[src/rtl/eth_tx_gmii_if.sv]
// Frame-assembler to GMII transmit stage bundle: octet stream in, GMII plus frame status out.
interface eth_tx_gmii_if #(
    parameter int unsigned jumbo_dw = 14
);
    logic [7:0]          eth_octet;
    logic                eth_strobe;
    logic                tx_ready;
    logic [7:0]          gmii_txd;
    logic                gmii_tx_en;
    logic                gmii_tx_er;
    logic [jumbo_dw-1:0] frame_len;
    logic                frame_done;
    logic                err_runt;
    logic                err_long;
    logic                err_ifg;
    logic                err_preamble;
    logic [15:0]         frame_count;

    modport master (
        output eth_octet, eth_strobe,
        input  tx_ready, gmii_txd, gmii_tx_en, gmii_tx_er, frame_len, frame_done,
        input  err_runt, err_long, err_ifg, err_preamble, frame_count
    );

    modport slave (
        input  eth_octet, eth_strobe,
        output tx_ready, gmii_txd, gmii_tx_en, gmii_tx_er, frame_len, frame_done,
        output err_runt, err_long, err_ifg, err_preamble, frame_count
    );
endinterface

[src/rtl/eth_tx_gmii.sv]
// GMII transmit output stage: registers octets onto GMII, enforces IFG, measures/flags frames.
// Optional preamble/SFD check enabled by defining ETH_TX_PREAMBLE_CHECK_EN.
module eth_tx_gmii #(
    parameter int unsigned jumbo_dw  = 14,
    parameter int unsigned ifg       = 12,
    parameter int unsigned min_frame = 72,
    parameter int unsigned max_frame = 9030
) (
    input logic          clk,
    input logic          rst_n,
    eth_tx_gmii_if.slave bus
);
    typedef enum logic [1:0] {StIdle, StFrame, StGap, StDrop} state_e;

    localparam logic [jumbo_dw-1:0] LenSat = '1;
    localparam logic [jumbo_dw-1:0] MaxLen = jumbo_dw'(max_frame);
    localparam logic [jumbo_dw-1:0] MinLen = jumbo_dw'(min_frame);
    localparam logic [jumbo_dw-1:0] LenOne = jumbo_dw'(1);
    localparam logic [7:0]          IfgLen = 8'(ifg);

    state_e              state_q, state_d;
    logic [jumbo_dw-1:0] len_q, len_d, frame_len_q, frame_len_d;
    logic [7:0]          gap_q, gap_d, txd_q, txd_d;
    logic [15:0]         count_q, count_d;
    logic                tx_en_q, tx_en_d, tx_er_q, tx_er_d, ready_q, ready_d;
    logic                done_q, done_d, runt_q, runt_d, long_q, long_d;
    logic                ifg_err_q, ifg_err_d;
    logic                strobe;
    logic [7:0]          octet;

    assign strobe = bus.eth_strobe;
    assign octet  = bus.eth_octet;

`ifdef ETH_TX_PREAMBLE_CHECK_EN
    logic pre_bad_q, pre_bad_d, pre_err_q, pre_err_d;

    always_comb begin
        pre_bad_d = pre_bad_q;
        pre_err_d = 1'b0;
        unique case (state_q)
            StIdle:  if (strobe) pre_bad_d = (octet != 8'h55);
            StFrame: begin
                // len_q octets already seen, so the current octet is number len_q+1
                if (strobe && len_q < jumbo_dw'(7)) begin
                    pre_bad_d = pre_bad_q | (octet != 8'h55);
                end else if (strobe && len_q == jumbo_dw'(7)) begin
                    pre_bad_d = pre_bad_q | (octet != 8'hd5);
                end else if (!strobe) begin
                    pre_err_d = pre_bad_q | (len_q < jumbo_dw'(8));
                end
            end
            default: ;
        endcase
    end

    always_ff @(posedge clk or negedge rst_n) begin
        if (!rst_n) begin
            pre_bad_q <= 1'b0;
            pre_err_q <= 1'b0;
        end else begin
            pre_bad_q <= pre_bad_d;
            pre_err_q <= pre_err_d;
        end
    end

    assign bus.err_preamble = pre_err_q;
`else
    assign bus.err_preamble = 1'b0;
`endif

    always_comb begin
        state_d     = state_q;
        len_d       = len_q;
        gap_d       = gap_q;
        txd_d       = 8'h00;
        tx_en_d     = 1'b0;
        tx_er_d     = 1'b0;
        done_d      = 1'b0;
        runt_d      = 1'b0;
        long_d      = 1'b0;
        ifg_err_d   = 1'b0;
        frame_len_d = frame_len_q;
        count_d     = count_q;
        unique case (state_q)
            StIdle: begin
                if (strobe) begin
                    state_d = StFrame;
                    len_d   = LenOne;
                    txd_d   = octet;
                    tx_en_d = 1'b1;
                end
            end
            StFrame: begin
                if (strobe) begin
                    len_d = (len_q == LenSat) ? len_q : len_q + LenOne;
                    if (len_q < MaxLen) begin
                        txd_d   = octet;
                        tx_en_d = 1'b1;
                    end else if (len_q == MaxLen) begin
                        // Truncate: one errored cycle closes the GMII frame
                        tx_en_d = 1'b1;
                        tx_er_d = 1'b1;
                    end
                end else begin
                    state_d     = StGap;
                    gap_d       = 8'd1;
                    done_d      = 1'b1;
                    frame_len_d = len_q;
                    runt_d      = (len_q < MinLen);
                    long_d      = (len_q > MaxLen);
                    count_d     = count_q + 16'd1;
                end
            end
            StGap: begin
                if (strobe) begin
                    state_d   = StDrop;
                    ifg_err_d = 1'b1;
                end else begin
                    gap_d = gap_q + 8'd1;
                    if (gap_q + 8'd1 == IfgLen) state_d = StIdle;
                end
            end
            StDrop: begin
                if (!strobe) begin
                    state_d = StGap;
                    gap_d   = 8'd1;
                end
            end
            default: state_d = StIdle;
        endcase
        ready_d = (state_d == StIdle);
    end

    always_ff @(posedge clk or negedge rst_n) begin
        if (!rst_n) begin
            state_q     <= StIdle;
            len_q       <= '0;
            gap_q       <= '0;
            txd_q       <= '0;
            tx_en_q     <= 1'b0;
            tx_er_q     <= 1'b0;
            ready_q     <= 1'b0;
            done_q      <= 1'b0;
            runt_q      <= 1'b0;
            long_q      <= 1'b0;
            ifg_err_q   <= 1'b0;
            frame_len_q <= '0;
            count_q     <= '0;
        end else begin
            state_q     <= state_d;
            len_q       <= len_d;
            gap_q       <= gap_d;
            txd_q       <= txd_d;
            tx_en_q     <= tx_en_d;
            tx_er_q     <= tx_er_d;
            ready_q     <= ready_d;
            done_q      <= done_d;
            runt_q      <= runt_d;
            long_q      <= long_d;
            ifg_err_q   <= ifg_err_d;
            frame_len_q <= frame_len_d;
            count_q     <= count_d;
        end
    end

    assign bus.tx_ready    = ready_q;
    assign bus.gmii_txd    = txd_q;
    assign bus.gmii_tx_en  = tx_en_q;
    assign bus.gmii_tx_er  = tx_er_q;
    assign bus.frame_len   = frame_len_q;
    assign bus.frame_done  = done_q;
    assign bus.err_runt    = runt_q;
    assign bus.err_long    = long_q;
    assign bus.err_ifg     = ifg_err_q;
    assign bus.frame_count = count_q;
endmodule

[src/flat_wrapper.sv]
// flat-port wrapper written by rule: the top's interface ports become plain ports
module eth_tx_gmii_flat 
#(
    parameter int unsigned jumbo_dw  = 14,
    parameter int unsigned ifg       = 12,
    parameter int unsigned min_frame = 72,
    parameter int unsigned max_frame = 9030
)
  (clk, rst_n, bus_eth_octet, bus_eth_strobe, bus_tx_ready, bus_gmii_txd, bus_gmii_tx_en, bus_gmii_tx_er, bus_frame_len, bus_frame_done, bus_err_runt, bus_err_long, bus_err_ifg, bus_err_preamble, bus_frame_count);
  eth_tx_gmii_if #(.jumbo_dw(jumbo_dw)) bus_i ();
  input logic clk;
  input logic rst_n;
  input wire logic [$bits(bus_i.eth_octet)-1:0] bus_eth_octet;
  input wire logic [$bits(bus_i.eth_strobe)-1:0] bus_eth_strobe;
  output wire logic [$bits(bus_i.tx_ready)-1:0] bus_tx_ready;
  output wire logic [$bits(bus_i.gmii_txd)-1:0] bus_gmii_txd;
  output wire logic [$bits(bus_i.gmii_tx_en)-1:0] bus_gmii_tx_en;
  output wire logic [$bits(bus_i.gmii_tx_er)-1:0] bus_gmii_tx_er;
  output wire logic [$bits(bus_i.frame_len)-1:0] bus_frame_len;
  output wire logic [$bits(bus_i.frame_done)-1:0] bus_frame_done;
  output wire logic [$bits(bus_i.err_runt)-1:0] bus_err_runt;
  output wire logic [$bits(bus_i.err_long)-1:0] bus_err_long;
  output wire logic [$bits(bus_i.err_ifg)-1:0] bus_err_ifg;
  output wire logic [$bits(bus_i.err_preamble)-1:0] bus_err_preamble;
  output wire logic [$bits(bus_i.frame_count)-1:0] bus_frame_count;
  assign bus_i.eth_octet = bus_eth_octet;
  assign bus_i.eth_strobe = bus_eth_strobe;
  assign bus_tx_ready = bus_i.tx_ready;
  assign bus_gmii_txd = bus_i.gmii_txd;
  assign bus_gmii_tx_en = bus_i.gmii_tx_en;
  assign bus_gmii_tx_er = bus_i.gmii_tx_er;
  assign bus_frame_len = bus_i.frame_len;
  assign bus_frame_done = bus_i.frame_done;
  assign bus_err_runt = bus_i.err_runt;
  assign bus_err_long = bus_i.err_long;
  assign bus_err_ifg = bus_i.err_ifg;
  assign bus_err_preamble = bus_i.err_preamble;
  assign bus_frame_count = bus_i.frame_count;
  eth_tx_gmii #(.jumbo_dw(jumbo_dw), .ifg(ifg), .min_frame(min_frame), .max_frame(max_frame)) u_core (.clk(clk), .rst_n(rst_n), .bus(bus_i));
endmodule
[config.mk]
export PLATFORM = sky130hd
export DESIGN_NAME = eth_tx_gmii_flat
export DESIGN_NICKNAME = d
export VERILOG_FILES = /design/src/rtl/eth_tx_gmii_if.sv /design/src/rtl/eth_tx_gmii.sv /design/src/flat_wrapper.sv
export SDC_FILE = /design/constraint.sdc
export NUM_CORES = 1
export LEC_CHECK = 0
export ABC_CLOCK_PERIOD_IN_PS = 1700
export CAP_MARGIN = 20
export CELL_PAD_IN_SITES_DETAIL_PLACEMENT = 2
export CELL_PAD_IN_SITES_GLOBAL_PLACEMENT = 2
export CORE_MARGIN = 2
export CORE_UTILIZATION = 32
export CTS_BUF_LIST = sky130_fd_sc_hd__clkbuf_8
export CTS_CLUSTER_DIAMETER = 50
export DETAILED_ROUTE_END_ITERATION = 10
export PLACE_DENSITY = 0.83
export SETUP_SLACK_MARGIN = 0.1
export SLEW_MARGIN = 20
export SYNTH_ARGS = -nofsm -noshare
export SYNTH_HDL_FRONTEND = slang
export SYNTH_SLANG_ARGS = --single-unit
[constraint.sdc]
create_clock -name clk -period 1.7 [get_ports clk]
set_clock_uncertainty 0.1 [all_clocks]
set_input_delay 0.34 -clock clk [delete_from_list [all_inputs] [get_ports clk]]
set_output_delay 0.34 -clock clk [all_outputs]
set_load 0.005 [all_outputs]
# Word level (Yosys, flattened, before mapping)
# Cells that the tools add are included.
# word_totals
regBits	69
input_bits	11
output_inout_bits	46
elab_cells	70
# classes
addsub	3
n_lt_le_gt_ge	3
n_eq_ne	11
muxes	31
bitwise_logic	1
reduce_logical	8
# ops
op	count
$mux 14	3
$mux 8	5
$pmux 8 s2	2
$eq 14x14->1 const B	2
$pmux 14 s2	1
$add 16x1->16 const B	1
$add 14x1->14 const B	1
$gt 14x14->1 const B	1
$lt 14x14->1 const B	1
$lt 14x7->1 const B	1
$mux 1	14
$ne 2x2->1 const B	5
$add 8x1->8 const B	1
$eq 8x4->1 const B	1
$mux 2	4
$pmux 2 s3	1
$eq 2x2->1 const B	2
$logic_not 2->1	2
$reduce_and 4->1	1
$reduce_bool 2->1	2
$reduce_and 3->1	1
$eq 2x1->1 const B	1
$pmux 1 s2	1
$reduce_and 2->1	1
2 further kinds	2

# Depth between registers and ports, before layout
# Gate-level depths: netlist of the first run.
# depth
depth_word	6
depth_mapped	6
mapped_depth_nobuf	5

# Worst setup path after synthesis of the first run
# No wires, ideal clock.
# synth_timing
path_kind	register -> register
start	register u_core.len_q[0]
end	register u_core.len_q[10]
setup_ps	78
arrival_ps	1588
t_required_ps	1522
path_slack_ps	-65
path_stages_with_launch	6
n_path_buf	0
synth_period_minus_slack_ps	1765
cell_sequence	dfrtp_1 -> ha_1 -> and3_1 -> nand3_2 -> or4_1 -> a21oi_1
# synth_between
elab_chain_cells	4
word_cells_on_any_way	7
classes_between	1 x add/sub; 2 x eq/ne; 3 x mux; 1 x reduce/logical
# synth_rtl
item	line	source
start, declared	eth_tx_gmii.sv:22	logic [jumbo_dw-1:0] len_q, len_d, frame_len_q, frame_len_d;
start signal, assigned	eth_tx_gmii.sv:151	len_q <= len_d;
$add 14x1->14	eth_tx_gmii.sv:95	len_d = (len_q == LenSat) ? len_q : len_q + LenOne;
$mux 14	eth_tx_gmii.sv:95	
$mux 14	eth_tx_gmii.sv:94	if (strobe) begin
$pmux 14 s2	eth_tx_gmii.sv:84	unique case (state_q)
# Several ways; a longest one is shown, not always the timed one. The select of a mux whose other input is x is not followed.
# A chain may end at the register's enable or synchronous reset.

# Worst setup path in the final report of the first run
# layout_timing
start	register u_core.len_q[3]
end	register u_core.len_q[13]
# The elaborated chain is that of the path after synthesis.

==> flow_summary.yaml, run 1 <==
cts:
  clock-sinks: 69
  cts_tree: "built"
  insertion_delay_ns: 0.40
  cts-root-buf: "clkbuf_8"
  clk_pin_slew_worst_paths_ns: 0.11
  cts-buffers-inserted: 9
  cts_max_level: 3
  cts.path.max_buffers: 2
run:
  drv_cap: 0
finish:
  layout.nets: 480
  areaGrowthSynthToFinish_pct: 73.2
  drive_gt1_frac: 0.516
  diodes: 0
  fin_util: 0.574
  design_area_um2: 5630
place:
  placed_area_um2: 4380
  globalplace.congestion: 0.856
  numPortBuffers: 55
  pre_cts_ws_ns: -0.583
  hpwl_um: 8410
routing:
  drcViolationCount: 0
  wl_um: 18900
  routed_via_density: 5.59
  dr.pass1.iters: 4
  drtIter0Drc: 145
  route.detailed.wl_per_inst_um: 31.2
  ant_nets: 0
  dr_total_vias: 3374
grt:
  antenna_found_initial: 0
  grt_pass1_vias: 3745
  grt_use_total: 0.292
  grt-ovfl-total: 0
  grt_max_degree: 70
  grt_pass1_wl_um: 23500
floorplan:
  io_pins: 57
  dieWidth_um: 105
  num_rows: 36
  start_util: 0.331
  die_h_um: 105
  die-area_um2: 11000
  core-area_um2: 9820
yosys:
  synth_fp_nets: 317
  synth_area_um2: 3250
  yosysUniqueCellTypes: 50
  synth_flop_cell: "dfrtp_1"
  ys_warn_count: 0
  avgSynthCellArea_um2: 10.7
  synth_edf_count: 0
  ys_ff_latch: 69
  async_flop_share: 1.00
  ys_seq_area_frac: 0.531
  synth_cells: 303
worst_setup_path:
  reg2reg_depth: 5
  crit_path_max_fanout: 5
  crit_type: "register to register"
  critPathArrivalTime_ns: 2.22
  cp-start-kind: "register"
  endpoint_kind: "register"
  cp.required_ns: 1.88
run_status:
  outcome: "finished with violations"
  violations: "setup timing"
timing:
  slew_violations: 0
  fmax_ghz: 0.490
  hold_violations: 0
  fin_ws_ns: -0.340
  fin_crit_ns: 2.04
  hold-worst-slack_ns: 0.445
  timing.final.setup_violations: 52
  fin_crit_sh: 1.20
  rsz0062_at_grt: "true"
power_and_ir_drop:
  vdd_drop_max_mv: 0.680
  leakage_nw: 2.79
  p_total_mw: 5.07
  power_per_cell_area_nw_per_um2: 901
hold_path:
  holdCritPathClass: "input port to asynchronous set/reset pin"
[what timing repair did]
action | CTS | global route
gates cloned | 1 | 0
endpoints found under the hold margin | 69 | 0
endpoints found under the setup margin | 102 | 64
hold buffers | 1 | 0
buffers inserted | 36 | 19
pin swaps | 21 | 40
gates resized for setup | 122 | 100
[through the flow]
step / cells / TNS (ns)
2_1_floorplan: 303 / -0.0215
3_3_place_gp: 535 / -16.82
3_5_place_dp: 535 / -21.69
4_1_cts: 587 / -1.15
5_1_grt: 604 / -7.35
6_report: 604 / -6.26
[worst max-delay path, cell delays in order (launching register included)]
cell and delay [ns]:
dfrtp_2 0.46, buf_4 0.17, and2_1 0.29, nand3_1 0.26, nor4_4 0.36, mux2i_1 0.29
[cell families after synthesis]
family          after synthesis  share of synthesized area
compound gates               37                     0.0742
fa+ha+maj                     3                     0.0115
buf+inv                      21                     0.0304
xor+xnor                     15                     0.0404
simple gates                133                      0.232
mux                          24                     0.0796
other cells                   1                    0.00115
flops                        69                      0.531
[registers in the layout (all words and copies together) (netlist names)]
register and count:
u_core.bus.gmii_tx_en 1, u_core.bus.gmii_tx_er 1, u_core.bus.err_ifg 1, u_core.len_q 14, u_core.bus.frame_done 1, u_core.bus.err_long 1
u_core.state_q 2, u_core.bus.err_runt 1, u_core.bus.gmii_txd 8, u_core.bus.frame_len 14, u_core.bus.tx_ready 1, u_core.bus.frame_count 16
u_core.gap_q 8
[layout by cell type, fill, tap and decap left out, drive strengths merged, types with 5 or more instances in the layout]
cell type	n
a21oi	10
and2	13
and3	6
buf	113
clkbuf	9
clkdlybuf4s50	8
clkinvlp	5
dfrtp	69
dlygate4sd2	43
inv	5
mux2	15
mux2i	9
nand2	39
nand2b	5
nand3	16
nand4	11
nor2	13
nor3	8
nor4	10
o21ai	11
xnor2	9
xor2	6
[cell usage after synthesis, drive strengths merged (5+ instances only)]
| master | count | area share |
|---|---|---|
| nor2 | 13 | 0.016 |
| nand4 | 11 | 0.028 |
| nand3 | 16 | 0.026 |
| nor3 | 8 | 0.014 |
| nand2 | 39 | 0.045 |
| and2 | 13 | 0.025 |
| o21ai | 11 | 0.017 |
| clkbuf | 8 | 0.0096 |
| and3 | 6 | 0.012 |
| xor2 | 6 | 0.016 |
| mux2i | 9 | 0.028 |
| nand2b | 5 | 0.0096 |
| mux2 | 15 | 0.052 |
| nor4 | 10 | 0.028 |
| buf | 8 | 0.015 |
| dfrtp | 69 | 0.53 |
| a21oi | 10 | 0.015 |
| xnor2 | 9 | 0.024 |
[power breakdown]
| group | internal, mW | switching [mW] | leakage [nW] |
|---|---|---|---|
| Combinational | 0.780 | 0.849 | 1.81 |
| Sequential | 1.85 | 0.269 | 0.905 |
| Clock | 0.531 | 0.796 | 0.0739 |
| Total | 3.16 | 1.91 | 2.79 |
[cell type report]
cell class / instances / area, µm²
clock buffer: 9 / 124
multi-input combinational: 213 / 1980
tap: 133 / 166
clock inverter: 7 / 51.3
sequential: 69 / 1740
inverter: 5 / 31.3
fill: 958 / 4190
timing repair buffer: 168 / 1540
[final timing paths]
kind                                                      from                                endpoint  slack [ns]
max                                u_core.len_q[3]$_DFFE_PN0P_            u_core.len_q[13]$_DFFE_PN0P_       -0.34
min                                                      rst_n  u_core.bus.frame_count[15]$_DFFE_PN0P_        0.45
max reg2reg                        u_core.len_q[3]$_DFFE_PN0P_            u_core.len_q[13]$_DFFE_PN0P_       -0.34
min reg2reg                u_core.bus.frame_len[6]$_DFFE_PN0P_     u_core.bus.frame_len[6]$_DFFE_PN0P_        0.45
max in group asynchronous                                rst_n             u_core.state_q[0]$_DFF_PN0_        0.68
min in group clk                              bus_eth_octet[2]        u_core.bus.gmii_txd[2]$_DFF_PN0_        0.45
[metal layers]
| metal | share of wire | GRT usage |
|---|---|---|
| met2 | 0.53 | 0.546 |
| met3 | 0.046 | 0.0536 |
| met5 | 0 | 0 |
| met1 | 0.36 | 0.303 |
| met4 | 0.066 | 0.167 |
No activity file was read; power rests on OpenSTA's default activity.
==> run 2: changes to the inputs <==
--- a/config.mk
+++ b/config.mk
@@ -7,7 +7,7 @@
 export LEC_CHECK = 0
 export ABC_CLOCK_PERIOD_IN_PS = 1700
 export CAP_MARGIN = 20
-export CELL_PAD_IN_SITES_DETAIL_PLACEMENT = 2
+export CELL_PAD_IN_SITES_DETAIL_PLACEMENT = 1
 export CELL_PAD_IN_SITES_GLOBAL_PLACEMENT = 2
 export CORE_MARGIN = 2
 export CORE_UTILIZATION = 32
==> run 2 against run 1 <==
Compared with the run above: the flow still finishes with violations (setup timing); cell area is 7.2% lower; sequential share of layout area rose by 2.2 points; die area unchanged; maximum frequency grew 11%; clock power increased by 9%; critical path depth rose by 2; flip-flop and latch count unchanged; critical path type unchanged; critical endpoint is now u_core.bus.gmii_txd[4]$_DFF_PN0_.
==> flow_summary.yaml, run 2 (synthesis results as in run 1) <==
cts:
  cts-root-buf: "clkbuf_8"
  cts-buffers-inserted: 9
  cts.path.max_buffers: 2
  cts_tree: "built"
  insertion_delay_ns: 0.37
  cts_max_level: 3
  clk_pin_slew_worst_paths_ns: 0.08
  clock-sinks: 69
worst_setup_path:
  critPathBufInv: 3
  path_common_cell: "buf_4"
  rr_endpoint: "u_core.bus.gmii_txd[4]$_DFF_PN0_"
  critPathArrivalTime_ns: 1.99
  cp-start-kind: "register"
  rrSetupSlack_ns: -0.14
  reg2reg_depth: 7
  crit_family: "buffers and inverters"
  crit_path_max_fanout: 8
  path_cells: "buf_6, buf_4, nand3_1, a21oi_1, a211oi_2, buf_4, and2_1"
  max_stage_delay_ns: 0.44
  cpMaxStageDelayCell: "dfrtp_1"
  crit_type: "register to register"
  endpoint_kind: "register"
  cp.required_ns: 1.85
  r2r_start: "u_core.len_q[8]$_DFFE_PN0P_"
grt:
  antenna_found_initial: 0
  grt_pass1_wl_um: 16500
  grt_use_total: 0.192
  grt-ovfl-total: 0
  grt_max_degree: 70
  grt_pass1_vias: 3141
timing:
  fin_crit_sh: 1.08
  fmax_ghz: 0.544
  hold_violations: 0
  fin_ws_ns: -0.139
  slew_violations: 0
  fin_crit_ns: 1.84
  rsz0062_at_grt: "true"
  timing.final.setup_violations: 40
  hold-worst-slack_ns: 0.410
finish:
  drive_gt1_frac: 0.410
  fill_cells: 1103
  areaGrowthSynthToFinish_pct: 60.7
  multiInputGateArea_um2: 1710
  layout.nets: 470
  stdcell_count: 594
  layout_common_cells: "buf_4, dfrtp_1, dlygate4sd2_1, nand2_1, buf_6"
  layout_commonest_cell: "buf_4"
  largest_reg_flops: 16
  diodes: 0
  seq_area_um2: 1730
power_and_ir_drop:
  switching_share: 0.314
  intPower_mw: 3.24
  switchingPower_mw: 1.48
  vdd_drop_max_mv: 0.513
  p_total_mw: 4.72
  clkPwrFrac: 0.307
  seqPwrFrac: 0.433
  pwr-share-comb: 0.260
  power_per_cell_area_nw_per_um2: 903
  leakage_nw: 2.62
routing:
  dr_total_vias: 3055
  drcViolationCount: 0
  route.detailed.wl_per_inst_um: 20.3
  routed_via_density: 5.14
  ant_nets: 0
  dr.pass1.iters: 4
  wl_um: 12100
  drtIter0Drc: 98
hold_path:
  holdCritPathClass: "register to register"
  hold_end: "u_core.bus.frame_len[1]$_DFFE_PN0P_"
  hold_depth: 2
  min_from: "u_core.bus.frame_len[1]$_DFFE_PN0P_"
place:
  numPortBuffers: 55
  place_inst: 535
  globalplace.congestion: 0.856
  hpwl_um: 6600
  pre_cts_ws_ns: -0.502
floorplan:
  die-area_um2: 11000
  die_h_um: 105
  start_util: 0.331
  core-area_um2: 9820
  io_pins: 57
  num_rows: 36
  dieWidth_um: 105
run_status:
  violations: "setup timing"
  outcome: "finished with violations"
run:
  drv_cap: 0
## run 2: cell count changes in the layout (fill, tap and decap cells not counted), sizes merged
cell / change
bufinv: +1
clkinvlp: -3
clkinv: +1
clkbuf: +3
dlygate4sd2: +1
buf: -11
clkdlybuf4s15: -1
inv: -1
## run 2: area by class of cell
type | count | area share
Clock buffer | 11 | 0.0290
Clock inverter | 5 | 0.0113
Inverter | 5 | 0.00455
Multi-Input combinational cell | 213 | 0.328
Sequential cell | 69 | 0.332
Tap cell | 133 | 0.0318
Timing Repair Buffer | 158 | 0.264
## run 2: metal layers
layer	GRT usage	up-vias	wire length (µm)
met5	0	-	0
met4	0.0648	0	488
met3	0.0343	41	568
met2	0.332	104	6040
met1	0.241	1533	4970
li1	-	1377	-
## run 2: how the worst max path moves through the flow
stage / to / depth (start not counted) / slack (ns) / start
6_report: u_core.bus.gmii_txd[4]$_DFF_PN0_ / 7 / -0.14 / u_core.len_q[8]$_DFFE_PN0P_
5_1_grt: u_core.len_q[11]$_DFFE_PN0P_ / 6 / -0.19 / u_core.len_q[6]$_DFFE_PN0P_
4_1_cts: u_core.len_q[9]$_DFFE_PN0P_ / 7 / -0.07 / u_core.len_q[0]$_DFFE_PN0P_
3_5_place_dp: u_core.len_q[9]$_DFFE_PN0P_ / 6 / -0.50 / bus_eth_strobe
3_3_place_gp: u_core.len_q[9]$_DFFE_PN0P_ / 6 / -0.44 / bus_eth_strobe
2_1_floorplan: u_core.len_q[10]$_DFFE_PN0P_ / 5 / -0.02 / u_core.len_q[0]$_DFFE_PN0P_
## run 2: repair_timing
action                     in CTS  in global routing
setup endpoints to repair      98                 54
hold endpoints to repair       69                  0
gates resized for setup        76                 51
hold buffers                    1                  0
pin swaps                      23                 20
setup buffers                  32                 12
gates cloned                    0                  1
## run 2: power by group through the flow
stage | logic [mW] | registers [mW] | clock network (mW)
3_3_place_gp | 0.984 | 2.04 | 0
6_report | 1.22 | 2.04 | 1.45
3_5_place_dp | 1.02 | 2.06 | 0
2_1_floorplan | 0.421 | 2.05 | 0
5_1_grt | 1.33 | 2.08 | 1.54
4_1_cts | 1.07 | 2.00 | 1.43
## run 2: worst register-to-register path: cells and delay by family (launching register included)
family          cells  cell delay, ns
simple gates        2            0.30
buf+inv             3            0.47
flops               1            0.44
compound gates      2            0.41
## run 2: per-stage QoR
stage / util / TNS, ns / cell area [µm²]
finish: 0.532 / -2.60 / 5230
global route: 0.532 / -4.14 / 5230
CTS: 0.499 / -0.196 / 4900
detailed placement: 0.446 / -18.65 / 4380
global placement: 0.446 / -16.82 / 4380
floorplan: - / -0.0215 / 3290
